### src/rtl/mem_ctrl_pkg.sv
// Shared encodings and default sizes for the MEM-stage
// stall controller.
package mem_ctrl_pkg;

   localparam int ADDR_W_D  = 32;
   localparam int DATA_W_D  = 32;
   localparam int TIMEOUT_D = 64;
   localparam int CNT_W_D   = 16;

   typedef enum logic [1:0] {
      S_IDLE = 2'd0,
      S_WAIT = 2'd1,
      S_DONE = 2'd2
   } state_t;

endpackage

### src/rtl/mem_wdog.sv
// Watchdog counter bounding one memory wait.
// Fires expire once the count reaches TIMEOUT-1.
module mem_wdog #(
   parameter int TIMEOUT = 64
) (
   input  logic clk,
   input  logic reset,
   input  logic clr,
   input  logic en,
   output logic expire
);

   localparam int W = $clog2(TIMEOUT);

   logic [W-1:0] cnt;

   always_ff @(posedge clk) begin
      if (reset || clr) begin
         cnt <= '0;
      end else if (en) begin
         cnt <= cnt + {{(W-1){1'b0}}, 1'b1};
      end
   end

   assign expire = en && (cnt == W'(TIMEOUT - 1));

endmodule

### src/rtl/mem_stall_ctrl.sv
// Sequences multi-cycle data-memory accesses and
// stalls the pipeline until each one completes.
module mem_stall_ctrl
   import mem_ctrl_pkg::*;
#(
   parameter int ADDR_W  = ADDR_W_D,
   parameter int DATA_W  = DATA_W_D,
   parameter int TIMEOUT = TIMEOUT_D,
   parameter int CNT_W   = CNT_W_D
) (
   input  logic              clk,
   input  logic              reset,
   input  logic              mem_read_i,
   input  logic              mem_write_i,
   input  logic [ADDR_W-1:0] addr_i,
   input  logic [DATA_W-1:0] wdata_i,
   input  logic              mem_ack_i,
   input  logic [DATA_W-1:0] mem_rdata_i,
   output logic              mem_req_o,
   output logic              mem_we_o,
   output logic [ADDR_W-1:0] mem_addr_o,
   output logic [DATA_W-1:0] mem_wdata_o,
   output logic [DATA_W-1:0] rdata_o,
   output logic              hold_o,
   output logic              timeout_o,
   output logic              err_o,
   output logic [CNT_W-1:0]  stall_cnt_o
);

   state_t state;
   logic   acc;
   logic   in_idle;
   logic   in_wait;
   logic   expire;

   assign acc     = mem_read_i | mem_write_i;
   assign in_idle = (state == S_IDLE);
   assign in_wait = (state == S_WAIT);

   // IDLE stalls combinationally so the access never slips past MEM
   assign hold_o    = ~reset & ((in_idle & acc) | in_wait);
   assign mem_req_o = in_wait;

   mem_wdog #(
      .TIMEOUT (TIMEOUT)
   ) u_wdog (
      .clk    (clk),
      .reset  (reset),
      .clr    (~in_wait),
      .en     (in_wait),
      .expire (expire)
   );

   always_ff @(posedge clk) begin
      if (reset) begin
         state       <= S_IDLE;
         mem_we_o    <= 1'b0;
         mem_addr_o  <= '0;
         mem_wdata_o <= '0;
         rdata_o     <= '0;
         timeout_o   <= 1'b0;
         err_o       <= 1'b0;
      end else begin
         timeout_o <= 1'b0;
         case (state)
            S_IDLE: begin
               if (acc) begin
                  mem_addr_o  <= addr_i;
                  mem_wdata_o <= wdata_i;
                  mem_we_o    <= mem_write_i;
                  state       <= S_WAIT;
               end
            end
            S_WAIT: begin
               // a late ack still beats the watchdog
               if (mem_ack_i) begin
                  if (!mem_we_o) begin
                     rdata_o <= mem_rdata_i;
                  end
                  state <= S_DONE;
               end else if (expire) begin
                  if (!mem_we_o) begin
                     rdata_o <= '0;
                  end
                  timeout_o <= 1'b1;
                  err_o     <= 1'b1;
                  state     <= S_DONE;
               end
            end
            S_DONE:  state <= S_IDLE;
            default: state <= S_IDLE;
         endcase
      end
   end

   always_ff @(posedge clk) begin
      if (reset) begin
         stall_cnt_o <= '0;
      end else if (hold_o && (stall_cnt_o != '1)) begin
         stall_cnt_o <= stall_cnt_o
                      + {{(CNT_W-1){1'b0}}, 1'b1};
      end
   end

endmodule

### config.mk
export PLATFORM = sky130hd
export DESIGN_NAME = mem_stall_ctrl
export DESIGN_NICKNAME = d
export VERILOG_FILES = /design/src/rtl/mem_ctrl_pkg.sv /design/src/rtl/mem_wdog.sv /design/src/rtl/mem_stall_ctrl.sv
export SDC_FILE = /design/constraint.sdc
export NUM_CORES = 1
export LEC_CHECK = 0
export ABC_CLOCK_PERIOD_IN_PS = 3100
export CORE_MARGIN = 10
export CORE_UTILIZATION = 45
export CTS_BUF_LIST = sky130_fd_sc_hd__clkbuf_4 sky130_fd_sc_hd__clkbuf_8
export CTS_CLUSTER_SIZE = 8
export DETAILED_ROUTE_END_ITERATION = 8
export PLACE_DENSITY = 0.87
export SYNTH_ARGS = -nofsm -noshare
export SYNTH_HDL_FRONTEND = slang
export SYNTH_SLANG_ARGS = --single-unit
export TNS_END_PERCENT = 1
### constraint.sdc
create_clock -name clk -period 3.1 [get_ports clk]
set_clock_uncertainty 0.1 [all_clocks]
set_input_delay 0.93 -clock clk [delete_from_list [all_inputs] [get_ports clk]]
set_output_delay 0.93 -clock clk [all_outputs]
set_load 0.05 [all_outputs]
# Word-level counts from Yosys, hierarchy flattened

Cells that the tools add are included.

$add $sub $neg: 2
Bitwise operators: 8
Reduce and logical (&&, ||, !) cells: 10
Muxes and demuxes: 9
Equal/unequal tests: 5

Operators by type and width:

| operator                                              | count |
|---|---|
| two-way mux 32 bit                                    | 4 |
| adder 16 x 1 -> 16 bit, second input constant         | 1 |
| inequality test 16 bit, second input constant         | 1 |
| adder 6 x 1 -> 6 bit, second input constant           | 1 |
| == test 6 bit, second input constant                  | 1 |
| two-way mux 2 bit                                     | 3 |
| AND reduction 3 bit                                   | 2 |
| NOT 1 bit                                             | 4 |
| one-hot mux 2 bit (2 select lines)                    | 1 |
| AND reduction 2 bit                                   | 2 |
| inequality test 3 x 2 -> 1 bit, second input constant | 1 |
| OR reduction 3 bit                                    | 1 |
| AND 1 bit                                             | 2 |
| == test 2 x 1 -> 1 bit, second input constant         | 1 |
| logical AND 1 bit                                     | 2 |
| logical NOT 2 bit                                     | 1 |
| inequality test 2 bit, second input constant          | 1 |
| bitwise OR 1 bit                                      | 2 |
| nonzero test 2 bit                                    | 1 |
| logical OR 1 bit                                      | 1 |
| two-way mux 1 bit                                     | 1 |

Word-level logic and storage cells: 43
Output and inout port bits: 117
Bits of input ports: 101
Register bits: 123

# Longest topological paths before layout

Gate-level depths: netlist (run 1).

Word-level depth: 5
Depth in mapped cells: 6
Mapped depth without buffers: 6

# Hierarchy

Synthesis (run 1) repeated with hierarchy kept, for this count alone.

Cell total of the unflattened synthesis: 567
Area, all modules: 4,633.2 µm²

Modules (own cells, without submodules):

| module         | cells an instance | seq. area each (µm²) | area each (µm²) | times used |
|---|---|---|---|---|
| mem_stall_ctrl | 537               | 2,342.2              | 4,362.9         | 1 |
| mem_wdog       | 30                | 120.1                | 270.3           | 1 |

# Worst setup path after synthesis (run 1)

OpenSTA, ideal clock, no wires.

Kind: input to output
Start point: input port mem_write_i
End point: output port hold_o
Cell stages on the path: 4
Arrival: 1.754 ns
Data required time: 2.070 ns
Slack: 0.316 ns
Buffers on the path: 1
Cell sequence: nor3_1 or3_4 buf_6 inv_1

Longest elaborated chain between the ends: 4

Ends and longest elaborated chain:

| what             | line                 | source |
|---|---|---|
| start, declared  | mem_stall_ctrl.sv:14 | `input logic mem_write_i,` |
| bitwise OR 1 bit | mem_stall_ctrl.sv:36 | `assign acc = mem_read_i \| mem_write_i;` |
| AND 1 bit        | mem_stall_ctrl.sv:41 | `assign hold_o = ~reset & ((in_idle & acc) \| in_wait);` |
| bitwise OR 1 bit | mem_stall_ctrl.sv:41 |  |
| AND 1 bit        | mem_stall_ctrl.sv:41 |  |
| end, declared    | mem_stall_ctrl.sv:24 | `output logic hold_o,` |

No other way between the ends.

# Final worst setup path (run 1)

Start point: input port mem_read_i
End point: output port hold_o

Longest elaborated chain between the ends: 4

Ends and longest elaborated chain:

| what             | line                 | source |
|---|---|---|
| start, declared  | mem_stall_ctrl.sv:13 | `input logic mem_read_i,` |
| bitwise OR 1 bit | mem_stall_ctrl.sv:36 |  |
| AND 1 bit        | mem_stall_ctrl.sv:41 |  |
| bitwise OR 1 bit | mem_stall_ctrl.sv:41 |  |
| AND 1 bit        | mem_stall_ctrl.sv:41 |  |

No other way between the ends.

==> impl_metrics.toml, run 1 <==
[outcome]
outcome = "finished clean"

[clocking]
clk_pin_slew_worst_paths_ns = 0.07
numCtsBuffers = 17
post_cts_buffers = 0
clk_path_buf_depth = 2
htree_levels = 4
clock-sinks = 123
clock_latency_ns = 0.42
cts.hold.buffers_added = 0
cts_root_buf = "clkbuf_8"
cts_tree = "built"

[timing]
fin_crit_ns = 3.052
worstMarginPinSlew_ns = 1.207
max_slew_margin_pct = 19.53
final.setup.tns_ns = 0
slew_viol_final = 0
period_share_pct = 98.47
rsz0062_at_grt = "no"
fmax_ghz = 0.3276
finalHoldViolCount = 0
setup_viol = 0
whs_ns = 0.3556

[drt]
drc = 0
drt_wl_total_um = 15580
vias = 4639
drt-pass1-iter-count = 4
ant_nets = 0
drt-initial-drc-count = 302
via_per_inst = 5.059
wire_per_inst_um = 16.99

[power_and_ir_drop]
p_int_mw = 2.822
power_frac_clock_pct = 35.0
power.switching_mw = 1.258
p_seq_share_pct = 42.2
comb_power_share_pct = 22.8
power_density_nw_per_um2 = 560.7
switching_share_pct = 30.83
total_power_mw = 4.080
ir_worst_vdd_v = 0.0003426
leakage_nw = 2.672

[synth]
ys_seq_area_share_pct = 53.80
synth_cells = 564
synth-edff-count = 0
yosys_warnings = 0
async_flop_share_pct = 0
syn-num-nets = 667
yosys.cell_types.count = 40
synth_ff_type = "dfxtp_1"
syn_avg_cell_area_um2 = 8.115
synth_area_um2 = 4577
yosys_register_bits = 123

[hold_path]
min_path_type = "register to register"

[floorplanning]
io_pins = 218
dieArea_um2 = 14600
start_util_pct = 46.61
coreArea_um2 = 9819
fp.dieW_um = 120.9
fp-row-count = 36
dieHeight_um = 120.9

[final_layout]
layout_commonest_cell = "clkdlybuf4s50_1"
area_growth_pct = 58.99
num-fill-cells = 710
mostFrequentLayoutCells = "clkdlybuf4s50_1, nand2_1, dfxtp_1"
fin_util_pct = 74.11
final_nets = 875
antenna_cells = 0
final_cells = 917
layout-drive-gt1-share_pct = 7.270

[critical_path]
cp_max_fo = 2
cp.buffers_inverters = 3
slowest_stage = "clkdlybuf4s50_1"
required_ns = 2.07
worstPathArrival_ns = 2.02
critPathKind = "input pin to output pin"
critPathMaxStageDelay_ns = 0.48
cp-start-kind = "input pin"
worstPathCellList = "clkdlybuf4s50_1, nor3_1, or3_4, inv_2, buf_12"
crit_family = "buffers and inverters"
worstSetupEndpointType = "output pin"

[grt]
gr-total-overflow = 0
grt_pass1_wl_um = 24790
grt_usage_pct = 20.98
grt_pass1_vias = 4889
antenna_found_initial = 0
grt_max_degree = 119

[place]
numPlacedInstances = 886
place.gp.congestion = 0.8175
dpl.hpwl_um = 11600
port_buffers = 217

[job]
maxCapViolCount = 0
[final timing paths]
| path | start | to | slack [ns] | cells after the start |
|---|---|---|---|---|
| hold reg to reg | mem_addr_o[2] | mem_addr_o[2] | 0.36 | 2 |
| setup / recovery | mem_read_i | hold_o | 0.05 | 5 |
| hold / removal | mem_addr_o[2] | mem_addr_o[2] | 0.36 | 2 |
| setup reg to reg | stall_cnt_o[0] | stall_cnt_o[11] | 0.98 | 6 |
[metrics by stage]
stage	setup WS [ns]	area, um2
floorplan	0.3165	4577
global placement	0.02865	6878
detailed placement	0.01213	6878
CTS	0.008139	7277
global route	0.003417	7277
finish	0.04755	7277
[registers in the layout (all words and copies together), names as in the netlist]
name	cells
stall_cnt_o	16
mem_wdata_o	32
state	2
timeout_o	1
u_wdog.cnt	6
rdata_o	32
mem_we_o	1
err_o	1
mem_addr_o	32
[power by group through the flow]
stage | sequential [mW] | combinational (mW) | clock (mW)
detailed placement | 1.76 | 0.933 | 0
floorplan | 2.06 | 0.230 | 0
global route | 1.73 | 0.985 | 1.52
finish | 1.72 | 0.928 | 1.43
global placement | 1.75 | 0.916 | 0
CTS | 1.72 | 0.937 | 1.45
[logic make-up after synthesis]
family / after synthesis / share of synthesized area [%]
and+or+nand+nor: 270 / 26.30
adders and majority gates: 2 / 0.5467
buffers and inverters: 43 / 3.800
AOI/OAI and AO/OA: 109 / 12.22
muxes: 2 / 0.4647
xor gates and xnor gates: 15 / 2.871
DFF: 123 / 53.80
[tightest hold or removal path, delay by kind of cell (launching register included)]
family	cells	cell delay (ns)
AND/OR/NAND/NOR	1	0.05
flip-flops	1	0.31
AO/OA/AOI/OAI	1	0.05
[Yosys cell counts (4+ instances only)]
library cell    n  area share [%]
inv_1           4            0.33
clkbuf_1       26             2.1
dfxtp_1       123              54
nor3_1          8            0.87
nor2_1         29             2.4
a21oi_1       101              11
xnor2_1        12             2.3
nand3_1        40             4.4
buf_1           8            0.66
buf_2           4            0.44
nand4_1         4            0.55
nand2_1       167              14
[layer usage]
| layer | wire, um | vias to the layer above | part of all wire (%) | GRT usage (%) |
|---|---|---|---|---|
| li1 | - | 2282 | - | - |
| met1 | 5631 | 2157 | 36 | 21.09 |
| met2 | 7645 | 179 | 49 | 35.27 |
| met3 | 2010 | 21 | 13 | 12.24 |
| met4 | 295 | 0 | 1.9 | 7.692 |
| met5 | 0 | - | 0 | 0 |
[layout make-up]
class                           count  area [um2]  share of cell area, %
Timing Repair Buffer              228        2275                  31.26
Inverter                            4       15.01                 0.2063
Tap cell                          133       166.4                  2.287
Sequential cell                   123        2462                  33.84
Clock buffer                       19       249.0                  3.422
Multi-Input combinational cell    398        1959                  26.93
Clock inverter                     12       150.1                  2.063
[what timing repair did]
item,in CTS,in global routing
endpoints found under the hold margin,0,0
resized for setup,0,1
setup endpoints to repair,0,1
Note: power is estimated with default switching activity, not from simulation.
==> run 2, diff against run 1 <==
--- a/config.mk
+++ b/config.mk
@@ -11,7 +11,7 @@
 export CTS_BUF_LIST = sky130_fd_sc_hd__clkbuf_4 sky130_fd_sc_hd__clkbuf_8
 export CTS_CLUSTER_SIZE = 8
 export DETAILED_ROUTE_END_ITERATION = 8
-export PLACE_DENSITY = 0.87
+export PLACE_DENSITY = 0.95
 export SYNTH_ARGS = -nofsm -noshare
 export SYNTH_HDL_FRONTEND = slang
 export SYNTH_SLANG_ARGS = --single-unit
==> run 2 against run 1 <==
Non-clock buffer count is 1 higher. First-iteration DRC count is 23% lower. Die area stayed put. Sequential share of layout area hardly changed.
==> impl_metrics.toml, run 2 (synthesized netlist as in run 1, its figures left out) <==
[drt]
vias = 4719
wire_per_inst_um = 16.70
via_per_inst = 5.135
drt-initial-drc-count = 234
ant_nets = 0
drt-pass1-iter-count = 4
drt_wl_total_um = 15350
drc = 0

[final_layout]
final_cells = 919
seqCellArea_um2 = 2462
num-fill-cells = 699
mostFrequentLayoutCells = "clkdlybuf4s50_1, nand2_1, dfxtp_1"
layout-drive-gt1-share_pct = 7.506
reg.largest.list = "mem_addr_o x32, mem_wdata_o x32, rdata_o x32"
design_area_um2 = 7282
final_nets = 876
antenna_cells = 0
area_growth_pct = 59.10
multi_input_area_um2 = 1959
layout_commonest_cell = "clkdlybuf4s50_1"

[clocking]
clk_path_buf_depth = 2
cts_tree = "built"
cts_root_buf = "clkbuf_8"
clock_latency_ns = 0.41
clock-sinks = 123
htree_levels = 4
numCtsBuffers = 17
clk_pin_slew_worst_paths_ns = 0.07

[place]
port_buffers = 217
dpl.hpwl_um = 11710
placed_area_um2 = 6885
numPlacedInstances = 887
place.gp.congestion = 0.8105

[power_and_ir_drop]
power_density_nw_per_um2 = 554.2
ir_worst_vdd_v = 0.0003369
leakage_nw = 2.666
total_power_mw = 4.036

[timing]
slew_viol_final = 0
fmax_ghz = 0.3281
max_slew_margin_pct = 20.72
whs_ns = 0.3523
setup_viol = 0
fin_crit_ns = 3.048
final.setup.tns_ns = 0
rsz0062_at_grt = "no"
finalHoldViolCount = 0
period_share_pct = 98.31
worstMarginPinSlew_ns = 1.189

[grt]
grt_pass1_wl_um = 24010
gr-total-overflow = 0
grt_pass1_vias = 4803
grt_usage_pct = 20.27
grt_max_degree = 119
antenna_found_initial = 0

[critical_path]
critPathKind = "input pin to output pin"
cp_max_fo = 2
required_ns = 2.07
worstSetupEndpointType = "output pin"
worstPathArrival_ns = 2.02
cp-start-kind = "input pin"

[floorplanning]
coreArea_um2 = 9819
dieHeight_um = 120.9
fp-row-count = 36
fp.dieW_um = 120.9
io_pins = 218
dieArea_um2 = 14600
start_util_pct = 46.61

[outcome]
outcome = "finished clean"

[job]
maxCapViolCount = 0

[hold_path]
min_path_type = "register to register"
-- run 2: stage by stage --
step                      setup slack (ns)  util (%)
after global routing               0.02138     74.16
final                              0.05242     74.16
after floorplan                     0.3165         -
after detailed placement           0.01916     70.12
after global placement             0.02988     70.12
after CTS                          0.01916     74.16
-- run 2: cell type report --
class                           instances  share of cell area, %
Clock buffer                           21                  3.797
Clock inverter                         11                  1.649
Inverter                                4                 0.2062
Multi-Input combinational cell        398                  26.91
Sequential cell                       123                  33.81
Tap cell                              133                  2.285
Timing Repair Buffer                  229                  31.34
-- run 2: layer usage --
metal,GRT usage (%),wire (um)
met1,19.63,5411
met2,35.58,7783
met3,9.819,1696
met4,9.427,459
met5,0,0
-- run 2: path summary, 6_finish.rpt --
kind / from / to / slack (ns) / cells past startpoint
setup / recovery: mem_write_i / hold_o / 0.05 / 5
hold / removal: rdata_o[12] / rdata_o[12] / 0.35 / 2
setup reg to reg: stall_cnt_o[0] / stall_cnt_o[11] / 0.95 / 6
hold reg to reg: rdata_o[12] / rdata_o[12] / 0.35 / 2
-- run 2: where the power goes --
part	switching [mW]	leakage, nW	internal (mW)
clock network	0.614	0.187	0.770
registers	0.0515	1.01	1.67
logic	0.581	1.47	0.346
-- run 2: critical path, cell delays in order --
cell             delay, ns
clkdlybuf4s50_1       0.48
nor3_1                0.07
or3_4                 0.34
inv_2                 0.07
buf_12                0.13
-- run 2: repair_timing --
| action | 4_1_cts | 5_1_grt |
|---|---|---|
| hold endpoints to repair | 0 | 0 |
| setup endpoints to repair | 0 | 1 |
| hold buffers | 0 | 0 |
| buffers inserted | 0 | 0 |
| resized for setup | 0 | 1 |
==> run 3, diff against run 2 <==
--- a/config.mk
+++ b/config.mk
@@ -6,7 +6,7 @@
 export NUM_CORES = 1
 export LEC_CHECK = 0
 export ABC_CLOCK_PERIOD_IN_PS = 3100
-export CORE_MARGIN = 10
+export CORE_MARGIN = 8
 export CORE_UTILIZATION = 45
 export CTS_BUF_LIST = sky130_fd_sc_hd__clkbuf_4 sky130_fd_sc_hd__clkbuf_8
 export CTS_CLUSTER_SIZE = 8
==> run 3 against run 2 <==
Maximum frequency shrank 0.28%. Sequential cell count is the same. First-iteration DRC count grew 54%. Sequential share of layout area is essentially flat. Via count grew 0.70%. Wire length grew 1.7%. Power grew 0.91%. Design area grew 0.14%. Critical path type unchanged.
==> impl_metrics.toml, run 3 (synthesized netlist as in run 1, its figures left out) <==
[critical_path]
worstPathArrival_ns = 2.03
reg2reg_slack_ns = 0.94
rr_worst_depth = 6
timing.critical_path.to = "hold_o"
r2r-start = "stall_cnt_o[0]"
timing.rr.end = "stall_cnt_o[11]"
critPathKind = "input pin to output pin"
worstSetupEndpointType = "output pin"
required_ns = 2.07
startpoint = "mem_read_i"
cp_max_fo = 2
cp-start-kind = "input pin"

[timing]
slew_viol_final = 0
rsz0062_at_grt = "no"
finalHoldViolCount = 0
worst_slack_ns = 0.04401
fin_crit_ns = 3.056
max_slew_margin_pct = 20.74
fmax_ghz = 0.3272
final.setup.tns_ns = 0
worstMarginPinSlew_ns = 1.189
setup_viol = 0
period_share_pct = 98.58

[grt]
antenna_found_initial = 0
grt_pass1_vias = 5012
gr-total-overflow = 0
grt_usage_pct = 22.79
grt_pass1_wl_um = 24270
grt_max_degree = 119

[clocking]
cts.hold.buffers_added = 0
clock_latency_ns = 0.43
clk_pin_slew_worst_paths_ns = 0.08
clock-sinks = 123
post_cts_buffers = 0
cts_tree = "built"
cts_root_buf = "clkbuf_8"
cts_resized = 0
numCtsBuffers = 17
clk_path_buf_depth = 2
htree_levels = 4

[floorplanning]
coreArea_um2 = 10090
fp.dieW_um = 116.9
dieArea_um2 = 13650
dieHeight_um = 116.9
fp-row-count = 37
io_pins = 218
start_util_pct = 45.35

[job]
maxCapViolCount = 0

[final_layout]
area_growth_pct = 59.32
seqCellArea_um2 = 2462
layout-drive-gt1-share_pct = 7.516
layout_commonest_cell = "clkdlybuf4s50_1"
multi_input_area_um2 = 1964
antenna_cells = 0
num-fill-cells = 754
mostFrequentLayoutCells = "clkdlybuf4s50_1, nand2_1, dfxtp_1"
reg.largest.list = "mem_addr_o x32, mem_wdata_o x32, rdata_o x32"
final_nets = 875

[drt]
vias = 4752
drt-pass1-iter-count = 5
drt-initial-drc-count = 360
ant_nets = 0
drc = 0
wire_per_inst_um = 16.96
via_per_inst = 5.160
drt_wl_total_um = 15620

[power_and_ir_drop]
ir_worst_vdd_v = 0.0003171
leakage_nw = 2.683
power_density_nw_per_um2 = 558.5

[place]
dp_slack_ns = 0.006965
port_buffers = 217
dpl.hpwl_um = 11190
place.gp.congestion = 0.8129

[hold_path]
min_path_type = "register to register"

[outcome]
outcome = "finished clean"
[run 3: per-layer routing]
layer,GRT usage [%],wire length (um)
met5,0,0
met2,41.90,8186
met3,8.671,1516
met1,22.32,5554
met4,9.983,361
[run 3: how the worst min path moves through the flow]
stage               cells after the start  slack (ns)              to            from
floorplan                               1        0.33   u_wdog.cnt[0]   u_wdog.cnt[0]
global placement                        2        0.34     rdata_o[15]     rdata_o[15]
detailed placement                      2        0.34     rdata_o[10]     rdata_o[10]
CTS                                     2        0.35     rdata_o[10]     rdata_o[10]
global route                            2        0.37  mem_addr_o[25]  mem_addr_o[25]
finish                                  2        0.35     rdata_o[10]     rdata_o[10]
[run 3: layout make-up]
| class | instances | area share [%] |
|---|---|---|
| Sequential cell | 123 | 33.77 |
| Clock buffer | 19 | 3.586 |
| Tap cell | 136 | 2.334 |
| Inverter | 4 | 0.2059 |
| Clock inverter | 13 | 1.939 |
| Timing Repair Buffer | 228 | 31.23 |
| Multi-Input combinational cell | 398 | 26.94 |
[run 3: through the flow]
step | cell area [um2] | instances | hold WS [ns] | power (mW) | utilization, %
2_1_floorplan | 4577 | 564 | 0.3299 | 2.291 | -
3_3_place_gp | 6882 | 889 | 0.3370 | 2.661 | 68.19
3_5_place_dp | 6882 | 889 | 0.3442 | 2.689 | 68.19
4_1_cts | 7284 | 921 | 0.3550 | 4.102 | 72.18
5_1_grt | 7292 | 921 | 0.3736 | 4.231 | 72.25
6_report | 7292 | 921 | 0.3509 | 4.072 | 72.25
[run 3: report_power, final]
part | switching [mW] | internal [mW] | total (mW)
registers | 0.0527 | 1.67 | 1.73
clock network | 0.655 | 0.762 | 1.42
logic | 0.585 | 0.345 | 0.930
[run 3: worst max-delay path, stage by stage]
cell and delay (ns):
clkdlybuf4s50_1 0.50, nor3_2 0.06, or3_4 0.33, inv_2 0.07, buf_12 0.13
==> patch 1: new RTL, flow settings as in run 1 <==
The 3 states of `state_t` get a one-hot encoding in 3 bits.
--- a/src/rtl/mem_ctrl_pkg.sv
+++ b/src/rtl/mem_ctrl_pkg.sv
@@ -7,10 +7,10 @@
    localparam int TIMEOUT_D = 64;
    localparam int CNT_W_D   = 16;
 
-   typedef enum logic [1:0] {
-      S_IDLE = 2'd0,
-      S_WAIT = 2'd1,
-      S_DONE = 2'd2
+   typedef enum logic [2:0] {
+      S_IDLE = 3'b001,
+      S_WAIT = 3'b010,
+      S_DONE = 3'b100
    } state_t;
 
 endpackage
Behaviour: same outputs for any inputs over 4 cycles, from zero or initial values and one cycle with reset high; so few cycles prove little.
==> patch 1 against run 1 <==
Non-clock buffer count is 3 higher; sequential cell count is 1 higher; synthesized area is 0.79% higher; setup slack better by 57 ps; combinational power is 6.4% higher; cell area is 1.0% higher; largest power group unchanged; routed wire length is 4.8% higher; power is 1.5% higher; critical endpoint unchanged.
==> patch 1: results (changes against run 1) <==
* Post-Place Cells: 897 (was 886)
* IR drop worst, VDD: 0.000377 V (was 0.000343 V)
- The multi-input combinational area share was 26.9% (about the same).
- Synthesized flop and latch total: 124 (was 123)
- The number of nets in the finished design came to 886 (was 875).
- Wire length of the first global-routing pass: 24700 um (was 24800 um)
- Biggest area contributors in the synthesized netlist: sky130_fd_sc_hd__dfxtp_1, sky130_fd_sc_hd__nand2_1, sky130_fd_sc_hd__a21oi_1 (unchanged).
- The number of optimization iterations in the first detailed-route pass is 5 (was 4).
- The launch point of the worst reg-to-reg path is state[2] (was stall_cnt_o[0]).
- The fmax is 334 MHz (was 328 MHz).
* Pin count of the biggest net entering global routing: 71 (was 119)
- Post-detailed-placement half-perimeter wirelength: 12100 um (was 11600 um)
* Share of layout cells above drive strength 1: 7.55% (was 7.27%)
- Slack of the worst reg-to-reg path: 1020 ps (was 980 ps)
- The violation count after the first detailed-routing iteration is 431 (was 302).
- The total vias in the final route came to 4818 (was 4639).
* Multi-input gate count: 403 (was 398)
- The number of global-route vias before repair was 4721 (was 4889).
- Post-route worst hold slack: 352 ps (was 356 ps)
* Pre-CTS setup slack: 44.0 ps (was 12.1 ps)
- Endpoint with the worst hold slack: rdata_o[20] (was mem_addr_o[2])
- Sequential cell area share: 33.8% (about the same)
- Part of the Yosys area used for sequential elements: 53.8% (about the same)
* Last weighted congestion value of the routability-driven placer: 0.933 (was 0.818)
- The via density per instance is 5.19 (was 5.06).
- Status: completed (unchanged).
-- patch 1: changes by cell type after synthesis, sizes merged, moves of 3 or more --
cell / run 1 / this run
nand2: 167 / 173
and3: 3 / 7
nor2: 30 / 25
or3: 1 / 6
nor3: 8 / 2
nor3b: 3 / 0
o21ai: 3 / 8
xnor2: 12 / 4
-- patch 1: kinds of logic after synthesis --
group | count (synthesis) | synth area share [%]
simple gates | 269 | 25.1
flops | 124 | 53.8
compound gates | 121 | 14.5
buf+inv | 43 | 3.85
xor+xnor | 9 | 1.71
mux | 2 | 0.434
fa+ha+maj | 2 | 0.542
-- patch 1: per-layer routing --
| layer | part of all wire (%) | vias up | track usage, % |
|---|---|---|---|
| met5 | 0 | - | 0 |
| met4 | 2.5 | 0 | 9.09 |
| met3 | 8.7 | 31 | 7.17 |
| met2 | 51 | 226 | 37.1 |
| met1 | 38 | 2230 | 22.9 |
| li1 | - | 2331 | - |
==> patch 2: new RTL, config.mk and constraints of run 1 <==
Without the edit above. The package constant `CNT_W_D` goes from 16 to 32.
--- a/src/rtl/mem_ctrl_pkg.sv
+++ b/src/rtl/mem_ctrl_pkg.sv
@@ -5,7 +5,7 @@
    localparam int ADDR_W_D  = 32;
    localparam int DATA_W_D  = 32;
    localparam int TIMEOUT_D = 64;
-   localparam int CNT_W_D   = 16;
+   localparam int CNT_W_D   = 32;
 
    typedef enum logic [1:0] {
       S_IDLE = 2'd0,
Interface: changed (resized stall_cnt_o); port bits go from 218 to 234. No check against the original RTL was run, so the function may have changed too.
==> patch 2 against run 1 <==
Critical endpoint is now mem_req_o; largest cell class unchanged; routed wire length up 13%; sequential cell count up 16; critical path type is now reg -> out; power up 8.7%; synthesized area up 16%; cell area up 14%; setup slack better by 78 ps; global-route usage down 0.66 points.
==> patch 2: results (changes against run 1) <==
- Status: completed (unchanged).
* Post-Synth Adder-Cell Area: 0.469% (was 0.547%)
* Number of vias in the routed layout: 5472 (was 4639)
- Post-cts resize count: 5 (was 0)
- The post-CTS setup buffer count is 1 (was 0).
- Depth of the worst register-to-register path: 6 (unchanged)
* Last weighted congestion value of the routability-driven placer: 0.816 (was 0.818)
- The synthesis warning total is 0 (unchanged).
* Most used flip-flop cell after synthesis: sky130_fd_sc_hd__dfxtp_1 (unchanged)
- Yosys cell types: 40 (unchanged)
- Part of the Yosys area used for sequential elements: 52.2% (was 53.8%)
* Share of layout cells above drive strength 1: 7.13% (was 7.27%)
- Comb pwr share: 20.2% (was 22.8%)
- Biggest area contributors in the synthesized netlist: sky130_fd_sc_hd__dfxtp_1, sky130_fd_sc_hd__nand2_1, sky130_fd_sc_hd__a21oi_1 (unchanged).
* Wire length of the first global-routing pass: 27000 um (was 24800 um)
- Placement Cell Area: 7880 um^2 (was 6880 um^2)
- Worst-Margin Slew: 895 ps (was 1210 ps)
- Pin count of the biggest net entering global routing: 69 (was 119)
- The share of cell area taken by muxes after synthesis was 0.399% (was 0.465%).
* Endpoint arrival time on the critical path: 1940 ps (was 2020 ps)
* Count of routing violations after the opening detailed-route iteration: 560 (was 302)
* Vias per cell: 5.26 (was 5.06)
* Post-detailed-placement half-perimeter wirelength: 13000 um (was 11600 um)
- The clock-pin slew on the worst setup and hold paths was 70 ps (about the same).
* Pre-CTS setup slack: -294 ps (was 12.1 ps)
- The proportion of total power due to net switching was 28.3% (was 30.8%).
- The number of optimization iterations in the first detailed-route pass came to 5 (was 4).
- Flop pwr share: 43.2% (was 42.2%)
- The highest net fanout along the worst path is 4 (was 2).
- The worst voltage drop across the vdd grid came to 0.000432 V (was 0.000343 V).
* Global router's overall resource usage: 20.3% (was 21.0%)
- Fraction of registers with async set/reset: 0% (unchanged)
- The stage delay of the slowest cell on the critical path is 860 ps (was 480 ps).
* Nets in the synthesized netlist: 763 (was 667)
- The number of global-route vias before repair came to 5244 (was 4889).
- Worst-path cell with the longest stage delay: sky130_fd_sc_hd__clkdlybuf4s50_1 (unchanged)
* CTS Buf Count: 17 (unchanged)
- H-tree lvl count: 4 (unchanged)
- Number of port buffers: 233 (was 217)
- Clock latency on the worst-skew pair: 440 ps (was 420 ps)
- The standby leakage power came to 3.00 nW (was 2.67 nW).
- The maximum clock path buffer count came to 2 (unchanged).
- Mean instance size in the synthesized netlist: 8.08 um^2 (was 8.12 um^2)
* Antenna diode count: 0 (unchanged)
- Post-layout total power: 4.44 mW (was 4.08 mW)
- Top cells by instance count after synthesis: sky130_fd_sc_hd__nand2_1, sky130_fd_sc_hd__dfxtp_1, sky130_fd_sc_hd__a21oi_1 (unchanged).
* Number of cells on the worst hold path: 2 (unchanged)
- Post-synthesis xor/xnor area fraction: 1.15% (was 2.87%)
- The number of nets in the finished design came to 990 (was 875).
- The path class of the lowest-slack min-delay path is reg -> reg (unchanged).
* Post-Place Cells: 1010 (was 886)
- Final routed wire length divided by cell count: 17.0 um (about the same)
* Compound-Gate Fraction of Synth Area: 16.2% (was 12.2%)
-- patch 2: layer usage --
layer  vias to the layer above  global-route usage (%)  routed length [um]
met5                         -                       0                   0
met4                         0                    5.62                 206
met3                        18                    11.5                2150
met2                       192                    34.0                8650
met1                      2535                    21.6                6670
li1                       2727                       -                   -
-- patch 2: final cells by class --
type,instances,area [um^2]
well taps,143,179
inverters,6,25.0
clock inverters,7,138
flip-flops and latches,139,2780
fillers,844,3180
multi-input cells,469,2370
repair buffers,254,2530
clock buffers,23,304
-- patch 2: worst max-delay path, delay by kind of cell, from the launching register on --
kind,cells,cell delay [ps]
flops,1,330
buf+inv,2,990
simple gates,1,190
-- patch 2: path summary, 6_finish.rpt --
check	startpoint	endpoint	slack [ps]
max	state[1]	mem_req_o	130
min	rdata_o[5]	rdata_o[5]	350
max reg2reg	state[0]	stall_cnt_o[25]	580
min reg2reg	rdata_o[5]	rdata_o[5]	350
